### config.mk
export PLATFORM = sky130hd
export DESIGN_NAME = load_use_hazard_ctrl_flat
export DESIGN_NICKNAME = d
export VERILOG_FILES = /design/src/rtl/load_use_hazard_ctrl_pkg.sv /design/src/rtl/load_use_hazard_ctrl_if.sv /design/src/rtl/load_use_hazard_ctrl_scoreboard.sv /design/src/rtl/load_use_hazard_ctrl.sv /design/src/flat_wrapper.sv
export SDC_FILE = /design/constraint.sdc
export NUM_CORES = 1
export LEC_CHECK = 0
export ABC_AREA = 0
export CORE_MARGIN = 4
export CORE_UTILIZATION = 24
export DETAILED_ROUTE_END_ITERATION = 16
export GPL_ROUTABILITY_DRIVEN = 0
export PLACE_DENSITY = 0.93
export SLEW_MARGIN = 20
export SYNTH_ARGS = -nofsm -noshare
export SYNTH_HDL_FRONTEND = slang
export SYNTH_SLANG_ARGS = --single-unit
### constraint.sdc
create_clock -name vclk -period 1.3
set_input_delay 0.13 -clock vclk [all_inputs]
set_output_delay 0.13 -clock vclk [all_outputs]
set_load 0.01 [all_outputs]
### src/rtl/load_use_hazard_ctrl_pkg.sv
`default_nettype none
// ============================================================================
// Module   : hazard_pkg
// Brief    : Shared constants and scoreboard entry type for the load-use
//            hazard controller.
// Revision : 1.0  initial release
// ============================================================================
package hazard_pkg;

  localparam int REG_ADDR_W_DEF = 5;
  localparam int REG_X0         = 0;

  typedef struct packed {
    logic                      valid;
    logic [REG_ADDR_W_DEF-1:0] rd;
  } sb_entry_t;

endpackage : hazard_pkg
`default_nettype wire

### src/rtl/load_use_hazard_ctrl_if.sv
`default_nettype none
// ============================================================================
// Module   : load_use_hazard_ctrl_if
// Brief    : ID-stage hazard inputs and pipeline hold/bubble/flush controls.
// Revision : 1.0  initial release
// ============================================================================
interface load_use_hazard_ctrl_if #(
  parameter int REG_ADDR_W = 5,
  parameter int CNT_W      = 16
);

  logic [REG_ADDR_W-1:0] IF_ID_rs1;
  logic [REG_ADDR_W-1:0] IF_ID_rs2;
  logic                  IF_ID_uses_rs1;
  logic                  IF_ID_uses_rs2;
  logic                  ID_EX_MemRead;
  logic [REG_ADDR_W-1:0] ID_EX_rd;
  logic                  mem_ready;
  logic                  branch_flush;
  logic                  PC_Stall;
  logic                  IF_ID_Stall;
  logic                  ID_EX_Bubble;
  logic                  IF_ID_Flush;
  logic                  pipe_freeze;
  logic [CNT_W-1:0]      stall_count;

  modport master (
    output IF_ID_rs1, IF_ID_rs2, IF_ID_uses_rs1, IF_ID_uses_rs2,
    output ID_EX_MemRead, ID_EX_rd, mem_ready, branch_flush,
    input  PC_Stall, IF_ID_Stall, ID_EX_Bubble, IF_ID_Flush,
    input  pipe_freeze, stall_count
  );

  modport slave (
    input  IF_ID_rs1, IF_ID_rs2, IF_ID_uses_rs1, IF_ID_uses_rs2,
    input  ID_EX_MemRead, ID_EX_rd, mem_ready, branch_flush,
    output PC_Stall, IF_ID_Stall, ID_EX_Bubble, IF_ID_Flush,
    output pipe_freeze, stall_count
  );

endinterface : load_use_hazard_ctrl_if
`default_nettype wire

### src/rtl/load_use_hazard_ctrl_scoreboard.sv
`default_nettype none
// ============================================================================
// Module   : load_scoreboard
// Brief    : LOAD_LAT-1 stage delay line of in-flight loads with per-stage
//            destination match against the ID sources.
// Revision : 1.0  initial release
// ============================================================================
module load_scoreboard
  import hazard_pkg::*;
#(
  parameter  int REG_ADDR_W = REG_ADDR_W_DEF,
  parameter  int LOAD_LAT   = 1,
  localparam int SB_W       = (LOAD_LAT > 1) ? LOAD_LAT - 1 : 1
) (
  input  wire logic                  clk,
  input  wire logic                  reset,
  input  wire logic                  i_advance,
  input  wire logic                  i_ex_mem_read,
  input  wire logic [REG_ADDR_W-1:0] i_ex_rd,
  input  wire logic [REG_ADDR_W-1:0] i_rs1,
  input  wire logic [REG_ADDR_W-1:0] i_rs2,
  output logic      [SB_W-1:0]       o_hit_rs1,
  output logic      [SB_W-1:0]       o_hit_rs2
);

  if (LOAD_LAT > 1) begin : g_stages
    sb_entry_t r_stage [SB_W];

    // Holds while frozen so the remaining latency survives a memory wait.
    always_ff @(posedge clk or posedge reset) begin
      if (reset) begin
        for (int k = 0; k < SB_W; k++) r_stage[k] <= '0;
      end else if (i_advance) begin
        r_stage[0].valid <= i_ex_mem_read && (i_ex_rd != REG_ADDR_W'(REG_X0));
        r_stage[0].rd    <= REG_ADDR_W_DEF'(i_ex_rd);
        for (int k = 1; k < SB_W; k++) r_stage[k] <= r_stage[k-1];
      end
    end

    always_comb begin
      o_hit_rs1 = '0;
      o_hit_rs2 = '0;
      for (int k = 0; k < SB_W; k++) begin
        o_hit_rs1[k] = r_stage[k].valid && (r_stage[k].rd == REG_ADDR_W_DEF'(i_rs1));
        o_hit_rs2[k] = r_stage[k].valid && (r_stage[k].rd == REG_ADDR_W_DEF'(i_rs2));
      end
    end
  end else begin : g_no_stages
    logic w_unused_nostage;
    assign w_unused_nostage = ^{clk, reset, i_advance, i_ex_mem_read,
                                i_ex_rd, i_rs1, i_rs2};
    assign o_hit_rs1 = '0;
    assign o_hit_rs2 = '0;
  end

endmodule : load_scoreboard
`default_nettype wire

### src/rtl/load_use_hazard_ctrl.sv
`default_nettype none
// ============================================================================
// Module   : load_use_hazard_ctrl
// Brief    : Prioritised freeze/flush/load-use stall decode with a
//            configurable-latency load scoreboard. Macro LOAD_USE_PERF_CNT_EN
//            builds the saturating stall_count register.
// Revision : 1.0  initial release
// ============================================================================
module load_use_hazard_ctrl
  import hazard_pkg::*;
#(
  parameter int REG_ADDR_W = REG_ADDR_W_DEF,
  parameter int LOAD_LAT   = 1,
  parameter int CNT_W      = 16
) (
  input wire logic              clk,
  input wire logic              reset,
  load_use_hazard_ctrl_if.slave bus
);

  localparam int SB_W = (LOAD_LAT > 1) ? LOAD_LAT - 1 : 1;

  logic            w_freeze;
  logic            w_flush;
  logic            w_use1;
  logic            w_use2;
  logic            w_ex_hit;
  logic            w_sb_hit;
  logic            w_load_use;
  logic [SB_W-1:0] w_hit_rs1;
  logic [SB_W-1:0] w_hit_rs2;

  load_scoreboard #(
    .REG_ADDR_W (REG_ADDR_W),
    .LOAD_LAT   (LOAD_LAT)
  ) u_scoreboard (
    .clk           (clk),
    .reset         (reset),
    .i_advance     (~w_freeze),
    .i_ex_mem_read (bus.ID_EX_MemRead),
    .i_ex_rd       (bus.ID_EX_rd),
    .i_rs1         (bus.IF_ID_rs1),
    .i_rs2         (bus.IF_ID_rs2),
    .o_hit_rs1     (w_hit_rs1),
    .o_hit_rs2     (w_hit_rs2)
  );

  assign w_freeze = ~bus.mem_ready;
  assign w_flush  = bus.branch_flush;
  assign w_use1   = bus.IF_ID_uses_rs1 && (bus.IF_ID_rs1 != REG_ADDR_W'(REG_X0));
  assign w_use2   = bus.IF_ID_uses_rs2 && (bus.IF_ID_rs2 != REG_ADDR_W'(REG_X0));

  assign w_ex_hit = bus.ID_EX_MemRead &&
                    ((w_use1 && (bus.IF_ID_rs1 == bus.ID_EX_rd)) ||
                     (w_use2 && (bus.IF_ID_rs2 == bus.ID_EX_rd)));
  assign w_sb_hit = (w_use1 && (|w_hit_rs1)) || (w_use2 && (|w_hit_rs2));
  assign w_load_use = w_ex_hit || w_sb_hit;

  // Reset forces every control low so an in-progress stall is dropped at once.
  always_comb begin
    bus.pipe_freeze  = 1'b0;
    bus.PC_Stall     = 1'b0;
    bus.IF_ID_Stall  = 1'b0;
    bus.ID_EX_Bubble = 1'b0;
    bus.IF_ID_Flush  = 1'b0;
    if (!reset) begin
      if (w_freeze) begin
        bus.pipe_freeze = 1'b1;
        bus.PC_Stall    = 1'b1;
        bus.IF_ID_Stall = 1'b1;
      end else if (w_flush) begin
        bus.IF_ID_Flush  = 1'b1;
        bus.ID_EX_Bubble = 1'b1;
      end else if (w_load_use) begin
        bus.PC_Stall     = 1'b1;
        bus.IF_ID_Stall  = 1'b1;
        bus.ID_EX_Bubble = 1'b1;
      end
    end
  end

`ifdef LOAD_USE_PERF_CNT_EN
  logic             w_count_en;
  logic [CNT_W-1:0] r_stall_count;

  assign w_count_en = w_load_use && !w_freeze && !w_flush;

  always_ff @(posedge clk or posedge reset) begin
    if (reset) begin
      r_stall_count <= '0;
    end else if (w_count_en && (r_stall_count != {CNT_W{1'b1}})) begin
      r_stall_count <= r_stall_count + 1'b1;
    end
  end

  assign bus.stall_count = r_stall_count;
`else
  assign bus.stall_count = '0;
`endif

endmodule : load_use_hazard_ctrl
`default_nettype wire

### src/flat_wrapper.sv
// flat-port wrapper written by rule: the top's interface ports become plain ports
module load_use_hazard_ctrl_flat import hazard_pkg::*;
#(
  parameter int REG_ADDR_W = REG_ADDR_W_DEF,
  parameter int LOAD_LAT   = 1,
  parameter int CNT_W      = 16
)
  (clk, reset, bus_IF_ID_rs1, bus_IF_ID_rs2, bus_IF_ID_uses_rs1, bus_IF_ID_uses_rs2, bus_ID_EX_MemRead, bus_ID_EX_rd, bus_mem_ready, bus_branch_flush, bus_PC_Stall, bus_IF_ID_Stall, bus_ID_EX_Bubble, bus_IF_ID_Flush, bus_pipe_freeze, bus_stall_count);
  load_use_hazard_ctrl_if #(.REG_ADDR_W(REG_ADDR_W), .CNT_W(CNT_W)) bus_i ();
  input wire logic clk;
  input wire logic reset;
  input wire logic [$bits(bus_i.IF_ID_rs1)-1:0] bus_IF_ID_rs1;
  input wire logic [$bits(bus_i.IF_ID_rs2)-1:0] bus_IF_ID_rs2;
  input wire logic [$bits(bus_i.IF_ID_uses_rs1)-1:0] bus_IF_ID_uses_rs1;
  input wire logic [$bits(bus_i.IF_ID_uses_rs2)-1:0] bus_IF_ID_uses_rs2;
  input wire logic [$bits(bus_i.ID_EX_MemRead)-1:0] bus_ID_EX_MemRead;
  input wire logic [$bits(bus_i.ID_EX_rd)-1:0] bus_ID_EX_rd;
  input wire logic [$bits(bus_i.mem_ready)-1:0] bus_mem_ready;
  input wire logic [$bits(bus_i.branch_flush)-1:0] bus_branch_flush;
  output wire logic [$bits(bus_i.PC_Stall)-1:0] bus_PC_Stall;
  output wire logic [$bits(bus_i.IF_ID_Stall)-1:0] bus_IF_ID_Stall;
  output wire logic [$bits(bus_i.ID_EX_Bubble)-1:0] bus_ID_EX_Bubble;
  output wire logic [$bits(bus_i.IF_ID_Flush)-1:0] bus_IF_ID_Flush;
  output wire logic [$bits(bus_i.pipe_freeze)-1:0] bus_pipe_freeze;
  output wire logic [$bits(bus_i.stall_count)-1:0] bus_stall_count;
  assign bus_i.IF_ID_rs1 = bus_IF_ID_rs1;
  assign bus_i.IF_ID_rs2 = bus_IF_ID_rs2;
  assign bus_i.IF_ID_uses_rs1 = bus_IF_ID_uses_rs1;
  assign bus_i.IF_ID_uses_rs2 = bus_IF_ID_uses_rs2;
  assign bus_i.ID_EX_MemRead = bus_ID_EX_MemRead;
  assign bus_i.ID_EX_rd = bus_ID_EX_rd;
  assign bus_i.mem_ready = bus_mem_ready;
  assign bus_i.branch_flush = bus_branch_flush;
  assign bus_PC_Stall = bus_i.PC_Stall;
  assign bus_IF_ID_Stall = bus_i.IF_ID_Stall;
  assign bus_ID_EX_Bubble = bus_i.ID_EX_Bubble;
  assign bus_IF_ID_Flush = bus_i.IF_ID_Flush;
  assign bus_pipe_freeze = bus_i.pipe_freeze;
  assign bus_stall_count = bus_i.stall_count;
  load_use_hazard_ctrl #(.REG_ADDR_W(REG_ADDR_W), .LOAD_LAT(LOAD_LAT), .CNT_W(CNT_W)) u_core (.clk(clk), .reset(reset), .bus(bus_i));
endmodule
==> reports/results.tsv, run 1 <==
stage	metric	value	unit
power_and_ir_drop	switching_share	0.4562	
floorplan	chipWidth	44.89	µm
yosys	post_synth_num_cell_types	19	
cts	cts_hold_buf	0	
yosys	mappedNetlistArea	326.6	µm²
grt	grt_pass1_wl	1338	µm
outcome	violated_checks	setup timing	
yosys	ys_top_cells_by_area	buf_4 (39%), xnor2_1 (13%), xor2_1 (8.0%)	
setup_path	worst_ep_arrival_time	1.41	ns
sta	setup-violations-final	3	
setup_path	critPathRequiredTime	1.17	ns
power_and_ir_drop	combPwrFrac	1.000	
floorplan	core_area	0.001285	mm²
min_path	min_delay_path_depth	6	
power_and_ir_drop	sequentialPowerShare	0	
sta	finalWorstPathRequiredPeriod	1.542	ns
sta	tns	-0.6970	ns
sta	unrepaired_setup_endpoints_after_global_routing	true	
power_and_ir_drop	total_power	183.7	µW
power_and_ir_drop	p_clk_frac	0	
yosys	syn-mean-instance-area	6.948	µm²
route	detail-route-antenna-nets	0	
route	firstDrtPassIters	1	
finish	insertedDiodeCount	0	
power_and_ir_drop	vdd.ir_drop.worst	0.1016	mV
grt	maximum_number_of_pins_on_one_net_before_global_route_repair	5	
place	io_buffer_count	26	
sta	timing.final.max_slew_violations	0	
yosys	synth_largest_area_cell	buf_4	
floorplan	design.die.area	0.002015	mm²
power_and_ir_drop	switchingPower	83.83	µW
sta	achievable-frequency	648.6	MHz
sta	fin_crit_sh	1.186	
setup_path	crit_path_end_kind	output port	
grt	overflow	0	
floorplan	die_y	44.89	µm
yosys	synthesis.instances	47	
grt	grt_use_total	0.08490	
finish	layout-area-overhead-vs-synth	95.40	%
power_and_ir_drop	cellLeakagePower	0.0003145	µW
setup_path	setup.worst_path.start_class	input pin	
setup_path	worst-setup-path-type	input pin to output port	
setup_path	worst_path_max_delay_cell	or4_4	
setup_path	cpPeakStageDelay	0.53	ns
outcome	status	finished with violations	
power_and_ir_drop	power_report.internal_total	99.91	µW
setup_path	timing.critical_path.cells	buf_6 -> or4_4 -> a21oi_2 -> nor3_2 -> a221o_1 -> buf_2	
finish	n_sequential_cell	0	
sta	timing.final.hold_violations	0	
route	remaining_drc_errors	0	
place	dp_hpwl	880.4	µm
grt	number_of_antenna_violations_at_the_first_check_in_global_routing	0	
finish	count_of_filler_cells_inserted_in_the_layout	144	
sta	timing.final.ws_setup	-0.2418	ns
finish	seqCellArea	0	µm²
min_path	timing.hold.worst_endpoint	bus_ID_EX_Bubble	
finish	num-clock-buffers	0	
power_and_ir_drop	power_density	287.9	mW/mm²
grt	grt_pass1_vias	357	
route	routed_wirelength	969	µm
yosys	synth_top_cell_area_share	0.3908	
floorplan	io_pins	43	
route	detailedRoute.firstIterationViolations	0	
yosys	seq_area_frac_synth	0	
setup_path	maximum_fanout_along_the_worst_path	2	
flow_run	max-cap-violations	0	
setup_path	cp-startpoint	bus_IF_ID_rs1[2]	
route	wl_per_cell	10.09	µm
finish	post_route_cells_drive_above_1_share	0.3333	
route	vias_per_cell	4.135	
min_path	min_from	bus_IF_ID_rs1[2]	
floorplan	placementRows	13	
floorplan	initial_utilization	0.2541	
route	num_vias	397	
yosys	synthesis.yosys.warnings	0	
min_path	holdCritPathClass	input pin to output port	
finish	final_nets	105	
[worst max-delay path: cells and delay by family]
kind / cells / cell delay (ns)
buffers and inverters: 2 / 0.24
AOI/OAI and AO/OA: 2 / 0.46
and+or+nand+nor: 2 / 0.58
[placed cells by master (no fill, tap or decap)]
cell	n
nor2b_1	1
conb_1	16
o311a_1	1
and2_1	2
nor2_1	3
a21oi_2	1
dlygate4sd2_1	7
buf_6	2
o2111ai_2	1
clkdlybuf4s50_1	7
clkdlybuf4s15_2	1
nor3_2	2
xor2_2	2
xnor2_1	4
buf_2	5
inv_1	2
buf_4	9
o21ai_1	1
clkbuf_2	1
nor4_4	1
a221o_1	1
and3b_1	1
clkdlybuf4s15_1	4
xnor2_2	1
or4_4	1
nand3_1	2
and3_1	1
xor2_1	1
[metrics by stage]
stage	hold WS [ns]	std cells	area, µm²	utilization	setup slack [ns]
floorplan	0.3095	62	382.9	-	-0.1847
global placement	1.284	95	601.8	0.4684	-0.9309
detailed placement	1.281	95	601.8	0.4684	-0.9634
CTS	0.9187	96	624.3	0.4859	-0.2912
global route	0.9365	96	638.1	0.4966	-0.2892
finish	0.9043	96	638.1	0.4966	-0.2418
[power by group through the flow]
stage               Combinational [µW]  Clock, µW  Sequential, µW
finish                             184          0               0
detailed placement                 180          0               0
CTS                                177          0               0
global route                       199          0               0
floorplan                          102          0               0
global placement                   175          0               0
[area by class of cell]
type                       instances  area, µm²  share of cell area
inverter                           2      7.507             0.01176
multi-input combinational         43      309.0              0.4843
timing repair buffer              36      302.8              0.4745
tap                               15      18.77             0.02941
[cells by family (layout without fill, tap and decap cells)]
| kind of cell | after synthesis | after routing | share of synthesized area |
|---|---|---|---|
| buf+inv | 19 | 38 | 0.4138 |
| compound gates | 5 | 5 | 0.1188 |
| xor+xnor | 8 | 8 | 0.2146 |
| simple gates | 14 | 14 | 0.2414 |
| other cells | 1 | 16 | 0.01148 |
[how the worst max path moves through the flow]
| stage | to | cells past startpoint |
|---|---|---|
| after detailed placement | bus_PC_Stall | 6 |
| after CTS | bus_PC_Stall | 6 |
| after global routing | bus_PC_Stall | 6 |
| after floorplan | bus_PC_Stall | 5 |
| final | bus_PC_Stall | 6 |
| after global placement | bus_IF_ID_Stall | 6 |
[per-layer routing]
layer	global-route usage	vias to the layer above	wire, µm
met5	0	-	0
met4	0	0	0
met3	0.007968	0	142
met2	0.1948	28	538
met1	0.08115	174	288
li1	-	195	-
[cell usage after synthesis]
cell type   n
xor2_1      3
nor2b_1     1
conb_1      1
inv_1       2
nor4_1      1
o311a_1     1
xnor2_1     5
nor3_1      2
nor2_1      3
and3b_1     1
and3_1      1
a21oi_1     1
and2_1      2
o21ai_0     1
o2111ai_1   1
a221o_1     1
buf_4      17
or4_1       1
nand3_1     2
[what timing repair did]
| action | 4_1_cts | 5_1_grt |
|---|---|---|
| gates cloned | 0 | 0 |
| pin swaps | 12 | 3 |
| buffers inserted | 1 | 0 |
| resized for setup | 53 | 5 |
| endpoints found under the setup margin | 5 | 4 |
No activity file was read; power rests on OpenSTA's default activity.
==> inputs of run 2 (changes only) <==
--- a/config.mk
+++ b/config.mk
@@ -6,6 +6,7 @@
 export NUM_CORES = 1
 export LEC_CHECK = 0
 export ABC_AREA = 0
+export ABC_CLOCK_PERIOD_IN_PS = 1300
 export CORE_MARGIN = 4
 export CORE_UTILIZATION = 24
 export DETAILED_ROUTE_END_ITERATION = 16
==> results of run 2 <==
Final layout, timing and power as in run 1 (identical DEF).
==> inputs of run 3 (changes only) <==
--- a/config.mk
+++ b/config.mk
@@ -12,6 +12,8 @@
 export DETAILED_ROUTE_END_ITERATION = 16
 export GPL_ROUTABILITY_DRIVEN = 0
 export PLACE_DENSITY = 0.93
+export RECOVER_POWER = 100
+export SKIP_LAST_GASP = 1
 export SLEW_MARGIN = 20
 export SYNTH_ARGS = -nofsm -noshare
 export SYNTH_HDL_FRONTEND = slang
==> run 3 against run 2 <==
The flow still finishes with violations (setup timing). First-iteration DRC count unchanged. Hold slack about the same. Cell count unchanged. Die area unchanged. Routed wire length increased by 0.31%. Combinational power about the same. Sequential share of layout area unchanged.
==> reports/results.tsv, run 3 (same netlist as run 1, synthesis figures left out) <==
stage	metric	value	unit	change
floorplan	initial_utilization	0.2541		unchanged
sta	achievable-frequency	648.6	MHz	unchanged
floorplan	die_y	44.89	µm	unchanged
route	vias_per_cell	4.135		unchanged
grt	grt_pass1_vias	357		unchanged
finish	fin_area	636.9	µm²	was 638.1 µm²
setup_path	worst_ep_arrival_time	1.41	ns	about the same
finish	most-common-layout-cells	conb_1 (16), buf_4 (8), clkdlybuf4s50_1 (7), dlygate4sd2_1 (7), buf_2 (5)		was conb_1 (16), buf_4 (9), clkdlybuf4s50_1 (7), dlygate4sd2_1 (7), buf_2 (5)
sta	fin_hold_ws	0.9042	ns	was 0.9043 ns
sta	timing.final.ws_setup	-0.2418	ns	unchanged
floorplan	chipWidth	44.89	µm	unchanged
sta	timing.final.max_slew_violations	0		unchanged
floorplan	core_area	0.001285	mm²	unchanged
route	firstDrtPassIters	1		unchanged
sta	fin_crit_sh	1.186		unchanged
power_and_ir_drop	total_power	183.3	µW	was 183.7 µW
finish	insertedDiodeCount	0		unchanged
route	detailedRoute.firstIterationViolations	0		unchanged
finish	layout-area-overhead-vs-synth	95.02	%	was 95.40%
setup_path	worst-setup-path-type	input pin to output port		unchanged
place	io_buffer_count	26		unchanged
power_and_ir_drop	power_density	287.8	mW/mm²	was 287.9 mW/mm²
finish	final_nets	105		unchanged
power_and_ir_drop	vdd.ir_drop.worst	0.1016	mV	about the same
flow_run	max-cap-violations	0		unchanged
outcome	violated_checks	setup timing		unchanged
route	wl_per_cell	10.13	µm	was 10.09 µm
floorplan	io_pins	43		unchanged
outcome	status	finished with violations		unchanged
finish	utilization	0.4956		was 0.4966
setup_path	critPathRequiredTime	1.17	ns	about the same
power_and_ir_drop	cellLeakagePower	0.0003109	µW	was 0.0003145 µW
route	routed_wirelength	972	µm	was 969 µm
sta	unrepaired_setup_endpoints_after_global_routing	true		unchanged
finish	final_common_cell	conb_1		unchanged
sta	finalWorstPathRequiredPeriod	1.542	ns	unchanged
grt	grt_use_total	0.08490		unchanged
setup_path	maximum_fanout_along_the_worst_path	2		unchanged
finish	n_sequential_cell	0		unchanged
sta	setup-violations-final	3		unchanged
floorplan	design.die.area	0.002015	mm²	unchanged
sta	timing.final.hold_violations	0		unchanged
grt	maximum_number_of_pins_on_one_net_before_global_route_repair	5		unchanged
floorplan	placementRows	13		unchanged
route	detail-route-antenna-nets	0		unchanged
grt	grt_pass1_wl	1338	µm	unchanged
setup_path	crit_path_end_kind	output port		unchanged
setup_path	setup.worst_path.start_class	input pin		unchanged
route	num_vias	397		unchanged
place	dp_hpwl	880.4	µm	unchanged
place	post_dp_cell_area	601.8	µm²	unchanged
min_path	holdCritPathClass	input pin to output port		unchanged
finish	num-clock-buffers	0		unchanged
finish	post_route_cells_drive_above_1_share	0.3210		was 0.3333
finish	seqCellArea	0	µm²	unchanged
grt	number_of_antenna_violations_at_the_first_check_in_global_routing	0		unchanged
grt	overflow	0		unchanged
route	remaining_drc_errors	0		unchanged
==> run 3: area by class of cell <==
class                      count  area [µm²]
fill                         142       648.1
multi-input combinational     43       309.0
timing repair buffer          36       301.5
tap                           15       18.77
inverter                       2       7.507
==> run 3: worst paths after layout <==
| path | startpoint | to | slack, ns | cells after the start |
|---|---|---|---|---|
| worst max-delay path | bus_IF_ID_rs1[2] | bus_PC_Stall | -0.24 | 6 |
| worst min-delay path | bus_IF_ID_rs1[2] | bus_ID_EX_Bubble | 0.90 | 6 |
==> run 3: power breakdown <==
group          internal (µW)  leakage, µW  total, µW  switching [µW]
registers                  0            0          0               0
logic                   99.5     0.000311        183            83.8
clock network              0            0          0               0
==> run 3: timing repair <==
action                     4_1_cts  5_1_grt
pin swaps                       12        3
hold endpoints to repair         0        0
hold buffers                     0        0
setup buffers                    1        0
setup endpoints to repair        5        4
gates resized for setup         53        5
==> run 3: per-layer routing <==
metal / global-route usage / vias up / wire length, µm
met5: 0 / - / 0
met4: 0 / 0 / 0
met3: 0.007968 / 0 / 143
met2: 0.1948 / 28 / 539
met1: 0.08115 / 174 / 289
li1: - / 195 / -
==> run 3: worst max-delay path, cell delays in order <==
cell and delay (ns):
buf_6 0.09, or4_4 0.53, a21oi_2 0.14, nor3_2 0.05
a221o_1 0.32, buf_2 0.15
==> run 3: per-stage QoR <==
step           cells  setup WS [ns]  TNS (ns)
2_1_floorplan     62        -0.1847   -0.2069
3_3_place_gp      95        -0.9309    -3.176
3_5_place_dp      95        -0.9634    -3.298
4_1_cts           96        -0.2912   -0.7928
5_1_grt           96        -0.2892   -0.8433
6_report          96        -0.2418   -0.6969
